## src/rtl/sd_spi_responder.sv

```systemverilog
// SD card SPI-mode responder: CMD0/8/16/17/24/41/55/58 over an oversampled SPI slave,
// single-block read/write against a byte-wide memory port.
module sd_spi_responder #(
   parameter int          ADDR_W = 16,
   parameter logic [31:0] OCR    = 32'hC0FF8000
) (
   input  logic              clk,
   input  logic              rst,
   input  logic              cs,
   input  logic              sclk,
   input  logic              mosi,
   output logic              miso,
   output logic [ADDR_W-1:0] mem_addr,
   input  logic [7:0]        mem_rdata,
   output logic [7:0]        mem_wdata,
   output logic              mem_we
);

   typedef enum logic [3:0] {
      ST_CMD, ST_NCR, ST_RESP, ST_READ_GAP, ST_READ_TOKEN, ST_READ_DATA, ST_READ_CRC,
      ST_WR_TOKEN, ST_WR_DATA, ST_WR_CRC, ST_WR_RESP, ST_BUSY
   } state_t;

   typedef enum logic [1:0] {X_NONE, X_READ, X_WRITE} xfer_t;

   logic [1:0]  cs_s, mosi_s;
   logic [2:0]  sclk_s;
   logic        cs_q;
   logic [2:0]  bit_cnt;
   logic [6:0]  rx_sr;
   logic [7:0]  tx_sr;
   state_t      state;
   logic [2:0]  frame_cnt;
   logic [5:0]  cmd_idx;
   logic [31:0] arg;
   logic        idle, app;
   logic [31:0] resp_sr;
   logic [2:0]  resp_left;
   xfer_t       xfer;
   logic [9:0]  byte_idx;
   logic [2:0]  cnt;

   logic        cs_n, rise, fall, cs_fall, byte_done;
   logic [7:0]  rx_byte;

   assign cs_n      = cs_s[1];
   assign rise      = sclk_s[1] & ~sclk_s[2];
   assign fall      = ~sclk_s[1] & sclk_s[2];
   assign cs_fall   = cs_q & ~cs_n;
   assign byte_done = ~cs_n & rise & (bit_cnt == 3'd7);
   assign rx_byte   = {rx_sr, mosi_s[1]};

   function automatic logic [ADDR_W-1:0] blk_addr(input logic [31:0] blk, input logic [8:0] idx);
      return ADDR_W'({blk, idx});
   endfunction

   // Command decode, consumed when the NCR byte finishes and R1 is loaded.
   logic        dec_idle;
   logic [7:0]  dec_r1;
   logic [31:0] dec_trail;
   logic [2:0]  dec_len;
   xfer_t       dec_xfer;

   always_comb begin
      dec_idle  = idle;
      dec_r1    = {7'd0, idle};
      dec_trail = 32'hFFFF_FFFF;
      dec_len   = 3'd0;
      dec_xfer  = X_NONE;
      case (cmd_idx)
         6'd0: begin
            dec_idle = 1'b1;
            dec_r1   = 8'h01;
         end
         6'd8: begin
            dec_trail = {24'h000001, arg[7:0]};
            dec_len   = 3'd4;
         end
         6'd58: begin
            dec_trail = OCR;
            dec_len   = 3'd4;
         end
         6'd16, 6'd55: begin
         end
         6'd41: begin
            if (app) begin
               dec_idle = 1'b0;
               dec_r1   = 8'h00;
            end else begin
               dec_r1 = {5'd0, 1'b1, 1'b0, idle};
            end
         end
         6'd17, 6'd24: begin
            if (idle) begin
               dec_r1 = 8'h05;
            end else begin
               dec_r1   = 8'h00;
               dec_xfer = (cmd_idx == 6'd17) ? X_READ : X_WRITE;
            end
         end
         default: dec_r1 = {5'd0, 1'b1, 1'b0, idle};
      endcase
   end

   always_ff @(posedge clk) begin
      if (!rst) begin
         cs_s      <= 2'b11;
         cs_q      <= 1'b1;
         sclk_s    <= '0;
         mosi_s    <= '0;
         miso      <= 1'b1;
         mem_we    <= 1'b0;
         mem_addr  <= '0;
         mem_wdata <= '0;
         bit_cnt   <= '0;
         rx_sr     <= '0;
         tx_sr     <= 8'hFF;
         state     <= ST_CMD;
         frame_cnt <= '0;
         cmd_idx   <= '0;
         arg       <= '0;
         idle      <= 1'b1;
         app       <= 1'b0;
         resp_sr   <= '1;
         resp_left <= '0;
         xfer      <= X_NONE;
         byte_idx  <= '0;
         cnt       <= '0;
      end else begin
         cs_s   <= {cs_s[0], cs};
         cs_q   <= cs_s[1];
         sclk_s <= {sclk_s[1:0], sclk};
         mosi_s <= {mosi_s[0], mosi};
         mem_we <= 1'b0;
         if (cs_n) begin
            bit_cnt   <= '0;
            miso      <= 1'b1;
            frame_cnt <= '0;
            // BUSY survives a deselect so the remaining busy bytes resume on reselect.
            if (state != ST_BUSY) begin
               state <= ST_CMD;
               tx_sr <= 8'hFF;
            end
         end else begin
            if (cs_fall)
               miso <= tx_sr[7];
            else if (fall)
               miso <= tx_sr[3'd7 - bit_cnt];
            if (rise) begin
               rx_sr   <= {rx_sr[5:0], mosi_s[1]};
               bit_cnt <= bit_cnt + 3'd1;
            end
            if (byte_done) begin
               tx_sr <= 8'hFF;
               case (state)
                  ST_CMD: begin
                     if (frame_cnt == 3'd0) begin
                        if (rx_byte[7:6] == 2'b01) begin
                           cmd_idx   <= rx_byte[5:0];
                           frame_cnt <= 3'd1;
                        end
                     end else if (frame_cnt == 3'd5) begin
                        frame_cnt <= 3'd0;
                        state     <= ST_NCR;
                     end else begin
                        arg       <= {arg[23:0], rx_byte};
                        frame_cnt <= frame_cnt + 3'd1;
                     end
                  end
                  ST_NCR: begin
                     tx_sr     <= dec_r1;
                     idle      <= dec_idle;
                     app       <= (cmd_idx == 6'd55);
                     resp_sr   <= dec_trail;
                     resp_left <= dec_len;
                     xfer      <= dec_xfer;
                     state     <= ST_RESP;
                  end
                  ST_RESP: begin
                     if (resp_left != 3'd0) begin
                        tx_sr     <= resp_sr[31:24];
                        resp_sr   <= {resp_sr[23:0], 8'hFF};
                        resp_left <= resp_left - 3'd1;
                     end else begin
                        case (xfer)
                           X_READ: begin
                              state    <= ST_READ_GAP;
                              byte_idx <= '0;
                              mem_addr <= blk_addr(arg, 9'd0);
                           end
                           X_WRITE: state <= ST_WR_TOKEN;
                           default: state <= ST_CMD;
                        endcase
                     end
                  end
                  ST_READ_GAP: begin
                     tx_sr <= 8'hFE;
                     state <= ST_READ_TOKEN;
                  end
                  ST_READ_TOKEN: begin
                     tx_sr    <= mem_rdata;
                     byte_idx <= 10'd1;
                     mem_addr <= blk_addr(arg, 9'd1);
                     state    <= ST_READ_DATA;
                  end
                  ST_READ_DATA: begin
                     // byte_idx counts bytes already loaded; 512 means the last one just went out.
                     if (byte_idx == 10'd512) begin
                        cnt   <= '0;
                        state <= ST_READ_CRC;
                     end else begin
                        tx_sr    <= mem_rdata;
                        byte_idx <= byte_idx + 10'd1;
                        mem_addr <= blk_addr(arg, byte_idx[8:0] + 9'd1);
                     end
                  end
                  ST_READ_CRC: begin
                     if (cnt == 3'd0) cnt <= 3'd1;
                     else             state <= ST_CMD;
                  end
                  ST_WR_TOKEN: begin
                     if (rx_byte == 8'hFE) begin
                        byte_idx <= '0;
                        state    <= ST_WR_DATA;
                     end
                  end
                  ST_WR_DATA: begin
                     mem_addr  <= blk_addr(arg, byte_idx[8:0]);
                     mem_wdata <= rx_byte;
                     mem_we    <= 1'b1;
                     if (byte_idx == 10'd511) begin
                        cnt   <= '0;
                        state <= ST_WR_CRC;
                     end else begin
                        byte_idx <= byte_idx + 10'd1;
                     end
                  end
                  ST_WR_CRC: begin
                     if (cnt == 3'd0) begin
                        cnt <= 3'd1;
                     end else begin
                        tx_sr <= 8'h05;
                        state <= ST_WR_RESP;
                     end
                  end
                  ST_WR_RESP: begin
                     tx_sr <= 8'h00;
                     cnt   <= 3'd7;
                     state <= ST_BUSY;
                  end
                  ST_BUSY: begin
                     if (cnt != 3'd0) begin
                        tx_sr <= 8'h00;
                        cnt   <= cnt - 3'd1;
                     end else begin
                        state <= ST_CMD;
                     end
                  end
                  default: state <= ST_CMD;
               endcase
            end
         end
      end
   end

endmodule

```

## config.mk

```make
export PLATFORM = sky130hd
export DESIGN_NAME = sd_spi_responder
export DESIGN_NICKNAME = d
export VERILOG_FILES = /design/src/rtl/sd_spi_responder.sv
export SDC_FILE = /design/constraint.sdc
export NUM_CORES = 1
export LEC_CHECK = 0
export BUFFER_PORTS_ARGS = -buffer_cell sky130_fd_sc_hd__buf_2
export CAP_MARGIN = 25
export CORE_MARGIN = 1.5
export CORE_UTILIZATION = 60
export DETAILED_ROUTE_END_ITERATION = 8
export GPL_TIMING_DRIVEN = 0
export PLACE_DENSITY_LB_ADDON = 0.12
export SLEW_MARGIN = 20
export SYNTH_ARGS = -nofsm -noshare
export SYNTH_HDL_FRONTEND = slang
export SYNTH_SLANG_ARGS = --single-unit
```

## constraint.sdc

```tcl
create_clock -name clk -period 2.6 [get_ports clk]
set_clock_uncertainty 0.1 [all_clocks]
set_input_delay 0.13 -clock clk [delete_from_list [all_inputs] [get_ports clk]]
set_output_delay 0.13 -clock clk [all_outputs]
set_load 0.03 [all_outputs]
```

**Word-level counts from Yosys, hierarchy flattened**

Index checks and enable logic that the tools add are counted.
Widths: inputs -> output; s select.

- Bits in registers: 125
- Input port bits: 13
- Output and inout port bits: 26
- Word-level logic and storage cells: 182

- Add/subtract/negate cells: 7
- Magnitude comparators: 1
- Equal/unequal tests: 49
- Muxes and demuxes: 59
- Bitwise operators: 12
- Reduce and logical (&&, ||, !) cells: 32

Operator list:

| cell | number |
|---|---|
| $pmux 32 s2 | 2 |
| $pmux 16 s4 | 1 |
| $pmux 8 s8 | 1 |
| $mux 8 | 7 |
| $mux 10 | 5 |
| $pmux 10 s5 | 1 |
| $mux 16 | 3 |
| $mux 4 | 12 |
| $pmux 4 s12 | 1 |
| $mux 3 | 11 |
| $mux 32 | 1 |
| $ne 3x3->1 const B | 9 |
| $ne 2x2->1 const B | 10 |
| $eq 6x5->1 const B | 3 |
| $eq 6x6->1 const B | 3 |
| $eq 4x3->1 const B | 4 |
| $eq 4x4->1 const B | 4 |
| $pmux 3 s5 | 1 |
| $reduce_and 5->1 | 3 |
| $pmux 3 s2 | 2 |
| $pmux 3 s4 | 1 |
| $reduce_and 11->1 | 1 |
| $add 10x1->10 const B | 1 |
| $eq 10x10->1 const B | 1 |
| 37 further kinds | 72 |

**Longest topological paths before layout**

- Word-level depth: 6
- Mapped depth: 10
- Gate-level depth less buffers: 8

**Worst setup path after synthesis**

No wires, ideal clock.

- Kind: register to register
- Start: reg bit_cnt[0]
- End: reg byte_idx[3]
- Setup time: 0.059 ns
- Arrival: 2.082 ns
- Data required time: 2.441 ns
- Path slack: 0.359 ns
- Cell stages (with the launch flop): 9
- Buffers on the path: 1
- Period minus slack after synthesis: 2.241 ns
- Cells stage by stage: dfxtp_1 > ha_1 > ha_1 > nor4bb_1 > buf_2 > o211ai_4 > or4_4 > nor4_1 > a31o_1

- Longest elaborated chain between the ends: 3

RTL lines:

| item | RTL line | source |
|---|---|---|
| start: declaration | 29 | `logic [2:0] bit_cnt;` |
| start signal: assignment | 151 | `bit_cnt <= bit_cnt + 3'd1;` |
| $eq 3x3->1 | 50 | `assign byte_done = ~cs_n & rise & (bit_cnt == 3'd7);` |
| $and 1x1->1 | 50 |  |
| $reduce_and 8->1 (no source line) | -- |  |
| end signal: assignment | 213 | `byte_idx <= byte_idx + 10'd1;` |
| end signal: assignment | 235 | `byte_idx <= byte_idx + 10'd1;` |
| end: declaration | 40 | `logic [9:0] byte_idx;` |

No other way between the ends.
A chain may end at the register's enable or synchronous reset.

**Final worst setup path**

- Start: reg byte_idx[0]
- End: reg byte_idx[7]

- Longest elaborated chain between the ends: 3
- Elaborated cells between the ends (all ways): 9
- Classes of those cells: add/sub: 1; eq/ne: 4; mux: 3; reduce/logical: 1

RTL lines:

| item | RTL line | source |
|---|---|---|
| $add 10x1->10 (tied with other cells) | 213, 235 |  |
| $mux 10 (tied with other cells) | 231 | `if (byte_idx == 10'd511) begin` |
| $pmux 10 s5 / $reduce_and 8->1 (equally long branches) | -- |  |

Several ways; a longest one is shown, not always the timed one. The select of a mux whose other input is x is not followed.

==> results.ini <==
[clock_tree]
root_buffer=clkbuf_8
numCtsBuffers=17
cts_tree=done
clock-sinks=125
clkTransAtPathRegs_ns=0.06
h-tree-depth=4
clockBufferDepth=2
worstSkewPairLatency_ns=0.55

[pwr]
ir_drop_v=0.0004654
power_density_nw_per_um2=630.1
finalPower_mw=4.481
leakagePower_nw=2.799

[layout]
n_fill_cell=760
diodes=0
regArea_um2=2505
multi_input_area_um2=3169
syn_to_final_growth_pct=19.59
drive_gt1_share_pct=15.77
fin_nets=809

[critical_path]
ff2ff_setup_slack_ns=0.07
worstSetupStartpoint=byte_idx[0]
crit_arrival_ns=2.92
cp_slowest_stage_delay_ns=0.63
cp_data_required_time_ns=2.99
worstReg2RegEnd=byte_idx[7]
r2r_start=byte_idx[0]
path_delay_family=simple AND/OR/NAND/NOR gates
critPathLaunchType=flip-flop
crit_chain=inv_1 -> ha_1 -> nor4b_1 -> nand4_1 -> o211ai_4 -> or4_4 -> nor4_2 -> a31o_1
crit_type=flip-flop to flip-flop
worst-path-max-fanout=9
end_kind=flip-flop
cp_slowest_cell=or4_4
r2r_cells=8
crit_buf_inv=1

[floorplan]
dieHeight_um=102.6
placement_rows=36
die_w_um=102.6
core-area_um2=9684
dieArea_um2=10520
initial_utilization_pct=61.41
io_pins=39

[logic_synthesis]
netlist_area_um2=5947
synth_edf_count=0
async_reset_ff_share_pct=0
syn_inst=715
synth.avg_cell_area_um2=8.317
ys.warnings.count=0
syn_nets=738
ys_dominant_reg_cell=dfxtp_1
ys_types=74
ys_ff_latch=125
ys_seq_area_share_pct=42.08

[hold_path]
hold_start=rst
whs_path_depth=3
hold_end=cs_q
hp-class=primary input to flip-flop

[placed_design]
dp_slack_ns=0.02997
place_congestion=1.002
dp_hpwl_mm=11.11
port_buffers=38

[sta]
slew_viol_final=0
holdWs_ns=0.03984
fin_ws_ns=0.06955
fmaxAchievable_mhz=395.2
final_hold_viol_count=0
period_share_pct=97.33
max_slew_margin_pct=37.20
min_period_ns=2.530
worst_pin_slew_ns=0.9348
finalSetupTns_ns=0
setup_viol=0

[global_routing]
grt_pass1_vias=5317
grt_use_total_pct=32.03
grt_pass1_wl_mm=25.72
grt_max_degree=17
antenna_found_initial=0
grt_overflow_total=0

[drt]
vias=5739
drc=0
drt_iter0_drc=447
ant_nets=0
vias_per_cell=6.158
drt_pre_antenna_iters=5
wire_per_inst_um=17.34
wl_mm=16.16

[status]
status=complete, no violations

[flow_run]
cap_violations=0

==> registers in the layout, indices dropped and copies added, names as in the netlist, 4 cells and up <==
name       count
resp_sr       32
mem_addr      16
byte_idx      10
arg            8
mem_wdata      8
tx_sr          8
rx_sr          7
cmd_idx        6
state          4
==> power breakdown <==
group	internal, mW	switching [mW]	total, mW
clock network	1.58	0.897	2.48
registers	1.92	0.00370	1.92
logic	0.0286	0.0491	0.0777
total	3.53	0.949	4.48
==> cells in the mapped netlist, types with 2 or more instances <==
cell       number  area share, %
a211o_1         2           0.29
a211oi_1        9            1.1
a21o_1          3           0.38
a21oi_1        46            3.9
a22o_1          4           0.59
a22oi_1         4           0.50
a2bb2oi_1       3           0.44
a31o_1          4           0.59
a31o_2          5           0.74
a31oi_1         6           0.63
a32oi_1         2           0.29
and2_1          6           0.63
and3_1          3           0.32
buf_1           2           0.13
buf_2          20            1.7
buf_4           2           0.25
buf_6           2           0.38
clkbuf_1       33            2.1
dfxtp_1       125             42
ha_1           10            2.1
inv_1          12           0.76
mux2i_1        26            4.4
mux4_2          2           0.76
nand2_1        92            5.8
nand2b_1       13            1.4
nand3_1        17            1.4
nand3b_1        3           0.38
nand4_1         7           0.74
nand4b_1        4           0.59
nor2_1         83            5.2
nor2b_1         8           0.84
nor3_1         22            1.9
nor3b_1         2           0.25
nor4_1          5           0.53
nor4b_1         2           0.29
nor4bb_1        3           0.50
o2111ai_1       2           0.29
o211ai_1       34            4.3
o21ai_0        37            3.1
o22a_1          8            1.2
o22ai_1         2           0.21
o31ai_1         5           0.63
or2_2           2           0.21
xor2_1          3           0.44
==> cells in the final DEF (no fill, tap or decap), types with 5 or more instances in the layout <==
| cell type | instances |
|---|---|
| a211oi_1 | 9 |
| a21oi_1 | 46 |
| a31o_2 | 5 |
| a31oi_1 | 6 |
| and2_1 | 6 |
| buf_2 | 56 |
| buf_4 | 7 |
| clkbuf_1 | 32 |
| clkbuf_16 | 16 |
| dfxtp_1 | 123 |
| dlygate4sd3_1 | 11 |
| ha_1 | 10 |
| inv_1 | 12 |
| mux2i_1 | 26 |
| nand2_1 | 92 |
| nand2b_1 | 13 |
| nand3_1 | 17 |
| nand4_1 | 7 |
| nor2_1 | 83 |
| nor2b_1 | 8 |
| nor3_1 | 22 |
| o211ai_1 | 34 |
| o21ai_0 | 37 |
| o22a_1 | 8 |
| o31ai_1 | 5 |
==> layout make-up <==
| type | instances | area share [%] |
|---|---|---|
| well taps | 133 | 2.340 |
| clock inverters | 14 | 2.709 |
| flip-flops and latches | 125 | 35.22 |
| inverters | 14 | 0.7389 |
| repair buffers | 52 | 4.539 |
| plain buffers | 59 | 3.871 |
| clock buffers | 18 | 6.017 |
| multi-input cells | 517 | 44.56 |
==> logic make-up after synthesis <==
family	after synthesis	synth area share [%]
multiplexers	28	5.134
AND/OR/NAND/NOR	281	22.51
AO/OA/AOI/OAI	194	22.18
buffers and inverters	73	5.407
XOR/XNOR	4	0.5892
flip-flops	125	42.08
adder cells (fa/ha/maj)	10	2.104
==> routing by layer <==
layer  GRT usage, %  vias to the layer above  routed length, µm
li1               -                     2718                  -
met1          41.37                     2721               7020
met2          52.01                      257               7703
met3          8.475                       43               1062
met4          11.28                        0                375
met5              0                        -                  0
==> through the flow <==
step	utilization, %	cell area [µm²]	std cells
global placement	65.09	6304	886
floorplan	-	5947	715
finish	73.44	7112	932
detailed placement	65.09	6304	886
global route	73.44	7112	932
CTS	72.66	7037	929
==> worst min-delay path, stage by stage <==
cell      delay [ns]
buf_2           0.09
nand2b_1        0.07
clkbuf_1        0.26
==> worst max-delay path by stage <==
stage,slack (ns),cells after the start,to
3_5_place_dp,0.03,9,cmd_idx[4]
4_1_cts,0.02,8,cnt[1]
2_1_floorplan,0.36,8,byte_idx[3]
6_report,0.07,8,byte_idx[7]
5_1_grt,-0.01,8,byte_idx[7]
3_3_place_gp,0.06,9,cmd_idx[5]
==> timing repair <==
item	CTS	global route
gates cloned	0	0
setup buffers	0	3
endpoints found under the setup margin	1	38
endpoints found under the hold margin	11	0
pin swaps	0	3
hold buffers	11	0
resized for setup	1	14
Power figures use the tool's default switching activity.
